### src/rtl/sccb_reg_target.sv
// SCCB/I2C register target: 7-bit device address, 16-bit register pointer, 8-bit data.
// Define SCCB_TARGET_AUTOINC_EN to advance the pointer after each written or master-ACKed read byte.
`timescale 1ns/1ps

// state    | meaning
// IDLE     | bus free, waiting for START
// DEV      | shifting device address + R/W
// DEV_ACK  | ACK low-high-low after device byte; read path launches first fetch
// ADH      | shifting register address high byte
// ADH_ACK  | ACK after high address byte
// ADL      | shifting register address low byte
// ADL_ACK  | ACK after low address byte
// WDAT     | shifting write data byte
// WDAT_ACK | ACK after write data byte
// RDAT     | driving read data bits
// RDAT_ACK | SDA released, sampling master ACK/NACK
// IGNORE   | not addressed or NACKed, wait for START/STOP
module sccb_reg_target #(
    parameter logic [6:0] DEV_ADDR   = 7'h3C,
    parameter int         FILTER_LEN = 3
) (
    input  logic        clk,
    input  logic        rst_n,
    input  logic        scl_i,
    input  logic        sda_i,
    output logic        sda_oe,
    output logic [15:0] reg_addr,
    output logic [7:0]  reg_wdata,
    output logic        reg_wr_en,
    output logic        reg_rd_en,
    input  logic [7:0]  reg_rdata,
    output logic        busy
);

    typedef enum logic [3:0] {
        IDLE, DEV, DEV_ACK, ADH, ADH_ACK, ADL, ADL_ACK,
        WDAT, WDAT_ACK, RDAT, RDAT_ACK, IGNORE
    } state_t;

    localparam logic [2:0] FILT_RELOAD = 3'(FILTER_LEN - 1);

    logic       r_scl_s1, r_scl_s2, r_scl_f, r_scl_q;
    logic       r_sda_s1, r_sda_s2, r_sda_f, r_sda_q;
    logic [2:0] r_scl_cnt, r_sda_cnt;

    state_t      r_state;
    state_t      w_ack_next;
    logic [2:0]  r_bit_cnt;
    logic [7:0]  r_shift;
    logic        r_rw, r_ack_on, r_load;
    logic        r_sda_oe, r_wr_en, r_rd_en, r_busy;
    logic [15:0] r_addr;
    logic [7:0]  r_wdata;

    logic       w_scl_rise, w_scl_fall, w_start, w_stop;
    logic [7:0] w_byte;

    // Synchronizer followed by a stable-count filter; the filter counter reloads on any agreement.
    always_ff @(posedge clk or negedge rst_n) begin
        if (!rst_n) begin
            r_scl_s1  <= 1'b1; r_scl_s2 <= 1'b1; r_scl_f <= 1'b1; r_scl_q <= 1'b1;
            r_sda_s1  <= 1'b1; r_sda_s2 <= 1'b1; r_sda_f <= 1'b1; r_sda_q <= 1'b1;
            r_scl_cnt <= FILT_RELOAD;
            r_sda_cnt <= FILT_RELOAD;
        end else begin
            r_scl_s1 <= scl_i;
            r_scl_s2 <= r_scl_s1;
            r_sda_s1 <= sda_i;
            r_sda_s2 <= r_sda_s1;
            r_scl_q  <= r_scl_f;
            r_sda_q  <= r_sda_f;
            if (r_scl_s2 == r_scl_f) begin
                r_scl_cnt <= FILT_RELOAD;
            end else if (r_scl_cnt == 3'd0) begin
                r_scl_f   <= r_scl_s2;
                r_scl_cnt <= FILT_RELOAD;
            end else begin
                r_scl_cnt <= r_scl_cnt - 3'd1;
            end
            if (r_sda_s2 == r_sda_f) begin
                r_sda_cnt <= FILT_RELOAD;
            end else if (r_sda_cnt == 3'd0) begin
                r_sda_f   <= r_sda_s2;
                r_sda_cnt <= FILT_RELOAD;
            end else begin
                r_sda_cnt <= r_sda_cnt - 3'd1;
            end
        end
    end

    assign w_scl_rise = r_scl_f & ~r_scl_q;
    assign w_scl_fall = ~r_scl_f & r_scl_q;
    assign w_start    = r_scl_f & r_scl_q & r_sda_q & ~r_sda_f;
    assign w_stop     = r_scl_f & r_scl_q & ~r_sda_q & r_sda_f;
    assign w_byte     = {r_shift[6:0], r_sda_f};

    always_comb begin
        w_ack_next = IGNORE;
        case (r_state)
            DEV_ACK:  w_ack_next = r_rw ? RDAT : ADH;
            ADH_ACK:  w_ack_next = ADL;
            ADL_ACK:  w_ack_next = WDAT;
            WDAT_ACK: w_ack_next = WDAT;
            default:  w_ack_next = IGNORE;
        endcase
    end

    always_ff @(posedge clk or negedge rst_n) begin
        if (!rst_n) begin
            r_state   <= IDLE;
            r_bit_cnt <= 3'd0;
            r_shift   <= 8'h00;
            r_rw      <= 1'b0;
            r_ack_on  <= 1'b0;
            r_load    <= 1'b0;
            r_sda_oe  <= 1'b0;
            r_wr_en   <= 1'b0;
            r_rd_en   <= 1'b0;
            r_busy    <= 1'b0;
            r_addr    <= 16'h0000;
            r_wdata   <= 8'h00;
        end else begin
            r_wr_en <= 1'b0;
            r_rd_en <= 1'b0;
            r_load  <= r_rd_en;
            if (r_load) r_shift <= reg_rdata;
`ifdef SCCB_TARGET_AUTOINC_EN
            if (r_wr_en) r_addr <= r_addr + 16'd1;
`endif
            if (w_stop) begin
                r_state   <= IDLE;
                r_sda_oe  <= 1'b0;
                r_busy    <= 1'b0;
                r_bit_cnt <= 3'd0;
                r_ack_on  <= 1'b0;
            end else if (w_start) begin
                r_state   <= DEV;
                r_sda_oe  <= 1'b0;
                r_busy    <= 1'b1;
                r_bit_cnt <= 3'd0;
                r_ack_on  <= 1'b0;
            end else begin
                case (r_state)
                    DEV, ADH, ADL, WDAT: if (w_scl_rise) begin
                        r_shift   <= w_byte;
                        r_bit_cnt <= r_bit_cnt + 3'd1;
                        if (r_bit_cnt == 3'd7) begin
                            case (r_state)
                                DEV: if (w_byte[7:1] == DEV_ADDR) begin
                                    r_rw    <= w_byte[0];
                                    r_state <= DEV_ACK;
                                end else begin
                                    r_state <= IGNORE;
                                    r_busy  <= 1'b0;
                                end
                                ADH: begin
                                    r_addr[15:8] <= w_byte;
                                    r_state      <= ADH_ACK;
                                end
                                ADL: begin
                                    r_addr[7:0] <= w_byte;
                                    r_state     <= ADL_ACK;
                                end
                                default: begin
                                    r_wdata <= w_byte;
                                    r_wr_en <= 1'b1;
                                    r_state <= WDAT_ACK;
                                end
                            endcase
                        end
                    end
                    // First fall opens the ACK slot, second fall closes it (and launches read MSB).
                    DEV_ACK, ADH_ACK, ADL_ACK, WDAT_ACK: if (w_scl_fall) begin
                        if (!r_ack_on) begin
                            r_ack_on <= 1'b1;
                            r_sda_oe <= 1'b1;
                            if (r_state == DEV_ACK && r_rw) r_rd_en <= 1'b1;
                        end else begin
                            r_ack_on  <= 1'b0;
                            r_bit_cnt <= 3'd0;
                            r_state   <= w_ack_next;
                            r_sda_oe  <= (r_state == DEV_ACK && r_rw) ? ~r_shift[7] : 1'b0;
                        end
                    end
                    RDAT: if (w_scl_rise) begin
                        if (r_bit_cnt == 3'd7) begin
                            r_bit_cnt <= 3'd0;
                            r_state   <= RDAT_ACK;
                        end else begin
                            r_bit_cnt <= r_bit_cnt + 3'd1;
                            r_shift   <= {r_shift[6:0], 1'b0};
                        end
                    end else if (w_scl_fall) begin
                        r_sda_oe <= ~r_shift[7];
                    end
                    RDAT_ACK: if (w_scl_fall) begin
                        r_sda_oe <= 1'b0;
                    end else if (w_scl_rise) begin
                        if (!r_sda_f) begin
                            r_rd_en <= 1'b1;
                            r_state <= RDAT;
`ifdef SCCB_TARGET_AUTOINC_EN
                            r_addr  <= r_addr + 16'd1;
`endif
                        end else begin
                            r_state <= IGNORE;
                            r_busy  <= 1'b0;
                        end
                    end
                    default: ;
                endcase
            end
        end
    end

    assign sda_oe    = r_sda_oe;
    assign reg_addr  = r_addr;
    assign reg_wdata = r_wdata;
    assign reg_wr_en = r_wr_en;
    assign reg_rd_en = r_rd_en;
    assign busy      = r_busy;

endmodule

### config.mk
export PLATFORM = sky130hd
export DESIGN_NAME = sccb_reg_target
export DESIGN_NICKNAME = d
export VERILOG_FILES = /design/src/rtl/sccb_reg_target.sv
export SDC_FILE = /design/constraint.sdc
export NUM_CORES = 1
export LEC_CHECK = 0
export CORE_UTILIZATION = 40
export DETAILED_ROUTE_END_ITERATION = 8
export GPL_ROUTABILITY_DRIVEN = 0
export HOLD_SLACK_MARGIN = 0.02
export SYNTH_ARGS = -nofsm -noshare
export SYNTH_HDL_FRONTEND = slang
export SYNTH_SLANG_ARGS = --single-unit
### constraint.sdc
create_clock -name clk -period 2.25 [get_ports clk]
set_clock_uncertainty 0.2 [all_clocks]
set_input_delay 0.225 -clock clk [delete_from_list [all_inputs] [get_ports clk]]
set_output_delay 0.225 -clock clk [all_outputs]
set_load 0.1 [all_outputs]
==> results by group, run 1 <==
Outcome
  • Status: complete, no violations

STA
  • Post-Route Setup TNS: 0 ns
  • Count of final hold-check violations: 0
  • Final period util: 93.63%
  • Fmax: 474.7 MHz
  • Slew @ Worst Pin: 0.4733 ns
  • Setup slack after layout: ~0.14 ns
  • Hold Worst Slack: 0.08255 ns
  • Relative slew margins: roughly two thirds
  • RSZ-0062 raised after global routing: false
  • Fin crit period: roughly 2.1 ns
  • # setup viols final: 0
  • Max-slew violations: 0

Synthesis
  • Mux share of post-synthesis cell area: 13.56%
  • Post-synth EDFFs: 0
  • Post-Synth Simple-Gate Area: 15.38%
  • Ranking of synthesized cells by area: dfrtp_1, mux2_2, dfstp_2, o21ai_0, mux2i_1
  • Post-synthesis sequential area ratio: 52.43%
  • Yosys warning count: 0
  • Average size of a mapped cell: 10.86 um2
  • Synth area leader: dfrtp_1
  • Gate Count Post-Synth: 266
  • Compound-Gate Fraction of Synth Area: 11.53%
  • Mapped cell area: just under 3000 um2
  • Xor-xnor portion of the synthesized cell area: 1.213%
  • Syn nets: ~280
  • Top FF cell, synth: dfrtp_1
  • Top cell type's share of synthesized area: 43.33%
  • Synth Register Bits: 60
  • Largest family of logic cells by synthesized area: simple AND/OR/NAND/NOR gates
  • Count of cell types in the netlist: 47
  • Adder-cell area share of the yosys netlist: about 2.6%
  • Ys async rst share: 100.0%

Finish
  • Fin nets: 338
  • Post-route non-filler standard cell count: ~420
  • Layout area overhead: 24.18%
  • Ant. Diodes: 0
  • Most frequent cells in the layout: dfrtp_1, buf_4, o21ai_0, mux2_2, nand2_1
  • Share of cells above drive strength 1: between 30% and 40%
  • Commonest non-fill, non-tap cell in the layout: dfrtp_1

Die
  • Core area: 6869 um2
  • # IOs: 40
  • # rows: 30
  • Die W: 86.97 um
  • Initial Util: roughly 42%
  • Die ar.: 7563 um2
  • Die Ht: slightly below 90 um

Global routing
  • Grt ovf: 0
  • Vias in the first global route: 2029
  • Antenna violations before repair: 0
  • First-pass GRT wire length: 10.25 mm
  • Largest net degree at the start of global routing: 61
  • Total track usage: 18.02%

Worst setup path
  • R2r setup slk: 0.14 ns
  • Setup crit end kind: flip-flop
  • RR Endpoint: r_state[0]
  • Peak fanout along the critical path: 9
  • Worst path arrival time: 2.14 ns
  • R2R depth: 5
  • CP Capture Point: r_state[0]
  • RR Startpoint: r_scl_q
  • Startpoint Class: flip-flop
  • CP startpoint: r_scl_q
  • CP required: 2.28 ns
  • CP Class: flip-flop to flip-flop

Place
  • DP Worst Slack: 0.1741 ns
  • Port Buf Inserts: 39
  • Post-detail-place hpwl: 4.300 mm
  • Placed cells: 404

Clocking
  • CTS tree: done
  • Clock tree root buffer cell: clkbuf_8
  • TritonCTS Buffers: 9
  • CTS max path bufs: 2
  • CTS sink cnt: 60
  • Clock-pin slew on the worst setup and hold paths: around 0.070 ns
  • Clk Latency, worst-skew pair: 0.34 ns
  • Post-CTS Setup Bufs: 0
  • H-tree Lvls: 3

Power
  • Pwr dens: 1092 nW/um2
  • Leakage: 1.663 nW
  • Worst vdd rail ir drop: 0.5397 mV

Detailed routing
  • DR vias: 2136
  • DRC violations left: 0
  • Routed wire per std cell: 14.78 um
  • Router iterations before antenna repair: 4
  • WL final: 6.222 mm
  • Post-route ant nets: 0
  • Vias per cell: 5.074
  • Starting DRT DRC Count: 182

Hold path
  • Worst hold path class: primary input to flip-flop

Flow run
  • Number of max-cap violations: 0
[worst max-delay path, stage by stage (launching register included)]
cell	delay, ns
dfstp_2	0.61
nand3b_1	0.15
o21ai_0	0.41
o211a_1	0.29
a21oi_1	0.08
a221oi_1	0.25
[repair_timing]
item / 4_1_cts / 5_1_grt
hold buffers: 1 / 0
setup endpoints to repair: 0 / 1
endpoints found under the hold margin: 60 / 0
gates resized for setup: 0 / 1
[registers in the layout, summed over array words and instances (netlist names), 3 cells and up]
register and count:
r_scl_cnt 3, r_bit_cnt 3, r_sda_cnt 3, r_shift 8, r_state 4, reg_wdata 8, reg_addr 16
[per-layer routing]
| layer | routed length (um) | GRT usage [%] | part of all wire (%) | vias up |
|---|---|---|---|---|
| li1 | - | - | - | 1047 |
| met1 | 3032 | 24.98 | 49 | 1013 |
| met2 | 2812 | 26.41 | 45 | 64 |
| met3 | 274 | 5.308 | 4.4 | 12 |
| met4 | 102 | 7.273 | 1.6 | 0 |
| met5 | 0 | 0 | 0 | - |
[how the worst min path moves through the flow]
stage	start	end	slack, ns	depth (start not counted)
2_1_floorplan	rst_n	busy	-0.27	0
3_3_place_gp	rst_n	r_state[0]	0.06	2
3_5_place_dp	rst_n	r_state[0]	0.06	2
4_1_cts	scl_i	r_scl_s1	0.06	1
5_1_grt	sda_i	r_sda_s1	0.08	1
6_report	scl_i	r_scl_s1	0.08	1
[power by group]
part	total [mW]	leakage (nW)	internal, mW	switching (mW)
clock network	0.883	0.0820	0.431	0.451
logic	1.48	0.804	0.614	0.865
registers	1.55	0.777	1.34	0.218
total	3.92	1.66	2.38	1.53
[kinds of logic after synthesis]
group | Yosys count
xor gates and xnor gates | 4
adders and majority gates | 6
buffers and inverters | 22
AOI/OAI and AO/OA | 55
and+or+nand+nor | 83
muxes | 36
DFF | 60
[synth_stat cells, types with 2 or more instances]
cell type  number
dfrtp_1        50
mux2_2         24
o21ai_0        24
nand2_1        22
nor2_1         19
a21oi_1        12
mux2i_1        11
dfstp_2        10
inv_1           9
clkbuf_1        7
nand2b_1        7
nor2b_1         7
nor3_1          7
ha_1            6
buf_2           3
nor3b_1         3
xnor2_1         3
a31oi_1         2
buf_4           2
nand3_1         2
nand3_2         2
nand3b_1        2
nand4_1         2
nor4_1          2
o211ai_1        2
o21a_1          2
o21bai_1        2
o22ai_1         2
or3_1           2
[through the flow]
stage                     cell area, um2  total power [mW]  util, %
final                               3586             3.916    52.20
after global routing                3586             4.205    52.20
after CTS                           3582             3.945    52.15
after detailed placement            3395             3.040    49.42
after global placement              3395             3.031    49.42
after floorplan                     2888             2.596        -
[area by class of cell]
| class | instances | area [um2] |
|---|---|---|
| well taps | 96 | 120.1 |
| inverters | 9 | 33.78 |
| clock inverters | 5 | 36.28 |
| fillers | 621 | 3283 |
| repair buffers | 56 | 457.9 |
| multi-input cells | 184 | 1282 |
| clock buffers | 11 | 141.4 |
| flip-flops and latches | 60 | 1514 |
Note: power is estimated with default switching activity, not from simulation.
==> run 2, diff against run 1 <==
--- a/config.mk
+++ b/config.mk
@@ -5,10 +5,11 @@
 export SDC_FILE = /design/constraint.sdc
 export NUM_CORES = 1
 export LEC_CHECK = 0
-export CORE_UTILIZATION = 40
+export CORE_UTILIZATION = 49
 export DETAILED_ROUTE_END_ITERATION = 8
 export GPL_ROUTABILITY_DRIVEN = 0
 export HOLD_SLACK_MARGIN = 0.02
+export PLACE_DENSITY = 0.76
 export SYNTH_ARGS = -nofsm -noshare
 export SYNTH_HDL_FRONTEND = slang
 export SYNTH_SLANG_ARGS = --single-unit
==> results by group, run 2 (synthesis results as in run 1) <==
Detailed routing
  • DRC violations left: 0 (unchanged)
  • Met3 wire length: 400 um (was 274 um)
  • Starting DRT DRC Count: 159 (was 182)
  • Vias per cell: 5.543 (was 5.074)
  • WL final: 6.129 mm (was 6.222 mm)
  • Routed metal-1 wirelength: 2.766 mm (was 3.032 mm)
  • Router iterations before antenna repair: 5 (was 4)
  • Met2 Routed Length: 2.843 mm (was 2.812 mm)
  • DR vias: 2206 (was 2136)
  • Routed wire per std cell: 15.40 um (was 14.78 um)
  • Top layer in use: met4 (unchanged)
  • Post-route ant nets: 0 (unchanged)

Finish
  • Post-layout util: 63.72% (was 52.20%)
  • Most frequent cells in the layout: dfrtp_1, buf_4, o21ai_0, mux2_2, nand2_1 (unchanged)
  • Ant. Diodes: 0 (unchanged)
  • Fill cells: 472 (was 621)
  • Layout area overhead: 23.74% (was 24.18%)
  • Share of cells above drive strength 1: 31.29% (was 31.38%)
  • Max reg flops: 16 (unchanged)
  • Post-route non-filler standard cell count: 398 (was 421)
  • Multi-input logic area: 1279 um2 (was 1282 um2)
  • Finished Cell Area: 3573 um2 (was 3586 um2)
  • Commonest non-fill, non-tap cell in the layout: dfrtp_1 (unchanged)
  • Register Area: 1514 um2 (unchanged)
  • Fin nets: 339 (was 338)

Clocking
  • Clk Latency, worst-skew pair: 0.34 ns (about the same)
  • TritonCTS Buffers: 9 (unchanged)
  • H-tree Lvls: 3 (unchanged)
  • CTS sink cnt: 60 (unchanged)
  • Post_cts resized: 0 (unchanged)
  • CTS tree: done (unchanged)
  • CTS max path bufs: 2 (unchanged)
  • Clock-pin slew on the worst setup and hold paths: 0.06 ns (was 0.07 ns)
  • Clock tree root buffer cell: clkbuf_8 (unchanged)

Place
  • Placed inst area: 3385 um2 (was 3395 um2)
  • Placed cells: 381 (was 404)
  • Port Buf Inserts: 39 (unchanged)
  • Post-detail-place hpwl: 4.181 mm (was 4.300 mm)
  • DP Worst Slack: 0.1663 ns (was 0.1741 ns)

Worst setup path
  • R2R depth: 5 (unchanged)
  • Startpoint Class: flip-flop (unchanged)
  • Top cell family by delay on the critical path: simple AND/OR/NAND/NOR gates (was compound AO/OA/AOI/OAI gates)
  • Peak fanout along the critical path: 8 (was 9)
  • Slowest stage cell, crit path: dfstp_2 (unchanged)
  • Worst path arrival time: 2.11 ns (was 2.14 ns)
  • CP Class: flip-flop to flip-flop (unchanged)
  • R2r setup slk: 0.16 ns (was 0.14 ns)
  • Setup crit end kind: flip-flop (unchanged)
  • Slowest stage delay, CP: 0.53 ns (was 0.61 ns)
  • RR Startpoint: r_scl_f (was r_scl_q)
  • CP required: 2.27 ns (was 2.28 ns)
  • RR Endpoint: reg_addr[1] (was r_state[0])
  • WP buf/inv: 1 (was 0)
  • Critical-path cell list: nor2b_1 > and3_1 > nor3b_4 > buf_4 > mux2_2 (was nand3b_1 > o21ai_0 > o211a_1 > a21oi_1 > a221oi_1)

Die
  • Die ar.: 6205 um2 (was 7563 um2)
  • Initial Util: 51.49% (was 42.04%)
  • Die W: 78.77 um (was 86.97 um)
  • # rows: 27 (was 30)
  • Die Ht: 78.77 um (was 86.97 um)
  • # IOs: 40 (unchanged)
  • Core area: 5608 um2 (was 6869 um2)

Global routing
  • First-pass GRT wire length: 10.08 mm (was 10.25 mm)
  • Largest net degree at the start of global routing: 61 (unchanged)
  • Total track usage: 21.65% (was 18.02%)
  • Grt ovf: 0 (unchanged)
  • Vias in the first global route: 2129 (was 2029)
  • Antenna violations before repair: 0 (unchanged)

STA
  • Max-slew violations: 0 (unchanged)
  • Post-Route Setup TNS: 0 ns (unchanged)
  • Fmax: 478.7 MHz (was 474.7 MHz)
  • # setup viols final: 0 (unchanged)
  • RSZ-0062 raised after global routing: false (unchanged)
  • Hold Worst Slack: 0.09240 ns (was 0.08255 ns)
  • Count of final hold-check violations: 0 (unchanged)
  • Setup slack after layout: 0.1611 ns (was 0.1433 ns)
  • Final period util: 92.84% (was 93.63%)
  • Slew @ Worst Pin: 0.4583 ns (was 0.4733 ns)
  • Fin crit period: 2.089 ns (was 2.107 ns)
  • Relative slew margins: 69.13% (was 68.21%)

Outcome
  • Status: complete, no violations (unchanged)

Power
  • Register share of total power: 39.5% (was 39.7%)
  • Leakage: 1.685 nW (was 1.663 nW)
  • Sw power: 1.521 mW (was 1.534 mW)
  • Internal power: 2.433 mW (was 2.382 mW)
  • Pwr Total: 3.954 mW (was 3.916 mW)
  • Sw Share: 38.48% (was 39.18%)
  • Combinational power share: 38.3% (was 37.8%)
  • Worst vdd rail ir drop: 0.6223 mV (was 0.5397 mV)
  • Clock network fraction of total power: 22.2% (was 22.5%)
  • Pwr dens: 1106 nW/um2 (was 1092 nW/um2)

Hold path
  • Hold path cells: 1 (unchanged)
  • HP Start: scl_i (unchanged)
  • Hold EP: r_scl_s1 (unchanged)
  • Worst hold path class: primary input to flip-flop (unchanged)

Flow run
  • Number of max-cap violations: 0 (unchanged)
## run 2: cell count changes in the layout (fill, tap and decap cells not counted), sizes merged
cell / previous run / this run
clkbuf: 11 / 12
inv: 10 / 9
clkinvlp: 3 / 0
clkinv: 1 / 4
buf: 45 / 46
## run 2: worst max-delay path by stage
stage	startpoint	endpoint	slack [ns]	depth (start not counted)
2_1_floorplan	r_bit_cnt[0]	r_shift[4]	0.15	6
3_3_place_gp	r_bit_cnt[0]	r_shift[0]	0.23	8
3_5_place_dp	r_scl_f	reg_addr[5]	0.17	5
4_1_cts	r_scl_f	reg_addr[5]	0.17	5
5_1_grt	r_bit_cnt[0]	r_shift[0]	0.04	8
6_report	r_scl_f	reg_addr[1]	0.16	5
## run 2: power by group through the flow
stage | sequential (mW) | clock (mW) | combinational, mW
after global routing | 1.60 | 0.941 | 1.67
after floorplan | 1.61 | 0 | 0.987
final | 1.56 | 0.878 | 1.51
after detailed placement | 1.58 | 0 | 1.50
after global placement | 1.57 | 0 | 1.46
after CTS | 1.56 | 0.890 | 1.51
## run 2: final cells by class
cell class	count	area share, %
multi-input cells	184	35.78
clock buffers	12	4.342
well taps	72	2.521
flip-flops and latches	60	42.37
repair buffers	57	13.38
inverters	9	0.9454
clock inverters	4	0.6653
## run 2: layer usage
layer / GRT usage [%] / up-vias
met1: 29.38 / 1066
met5: 0 / -
li1: - / 1046
met2: 32.43 / 81
met4: 10.37 / 0
met3: 5.517 / 13
## run 2: worst register-to-register path, cell delays in order, from the launching register on
cell and delay, ns:
dfstp_2 0.53, nor2b_1 0.18, and3_1 0.30, nor3b_4 0.22, buf_4 0.20, mux2_2 0.35
## run 2: repair_timing
item,in CTS,in global routing
hold buffers,1,0
hold endpoints to repair,60,0
setup buffers,0,0
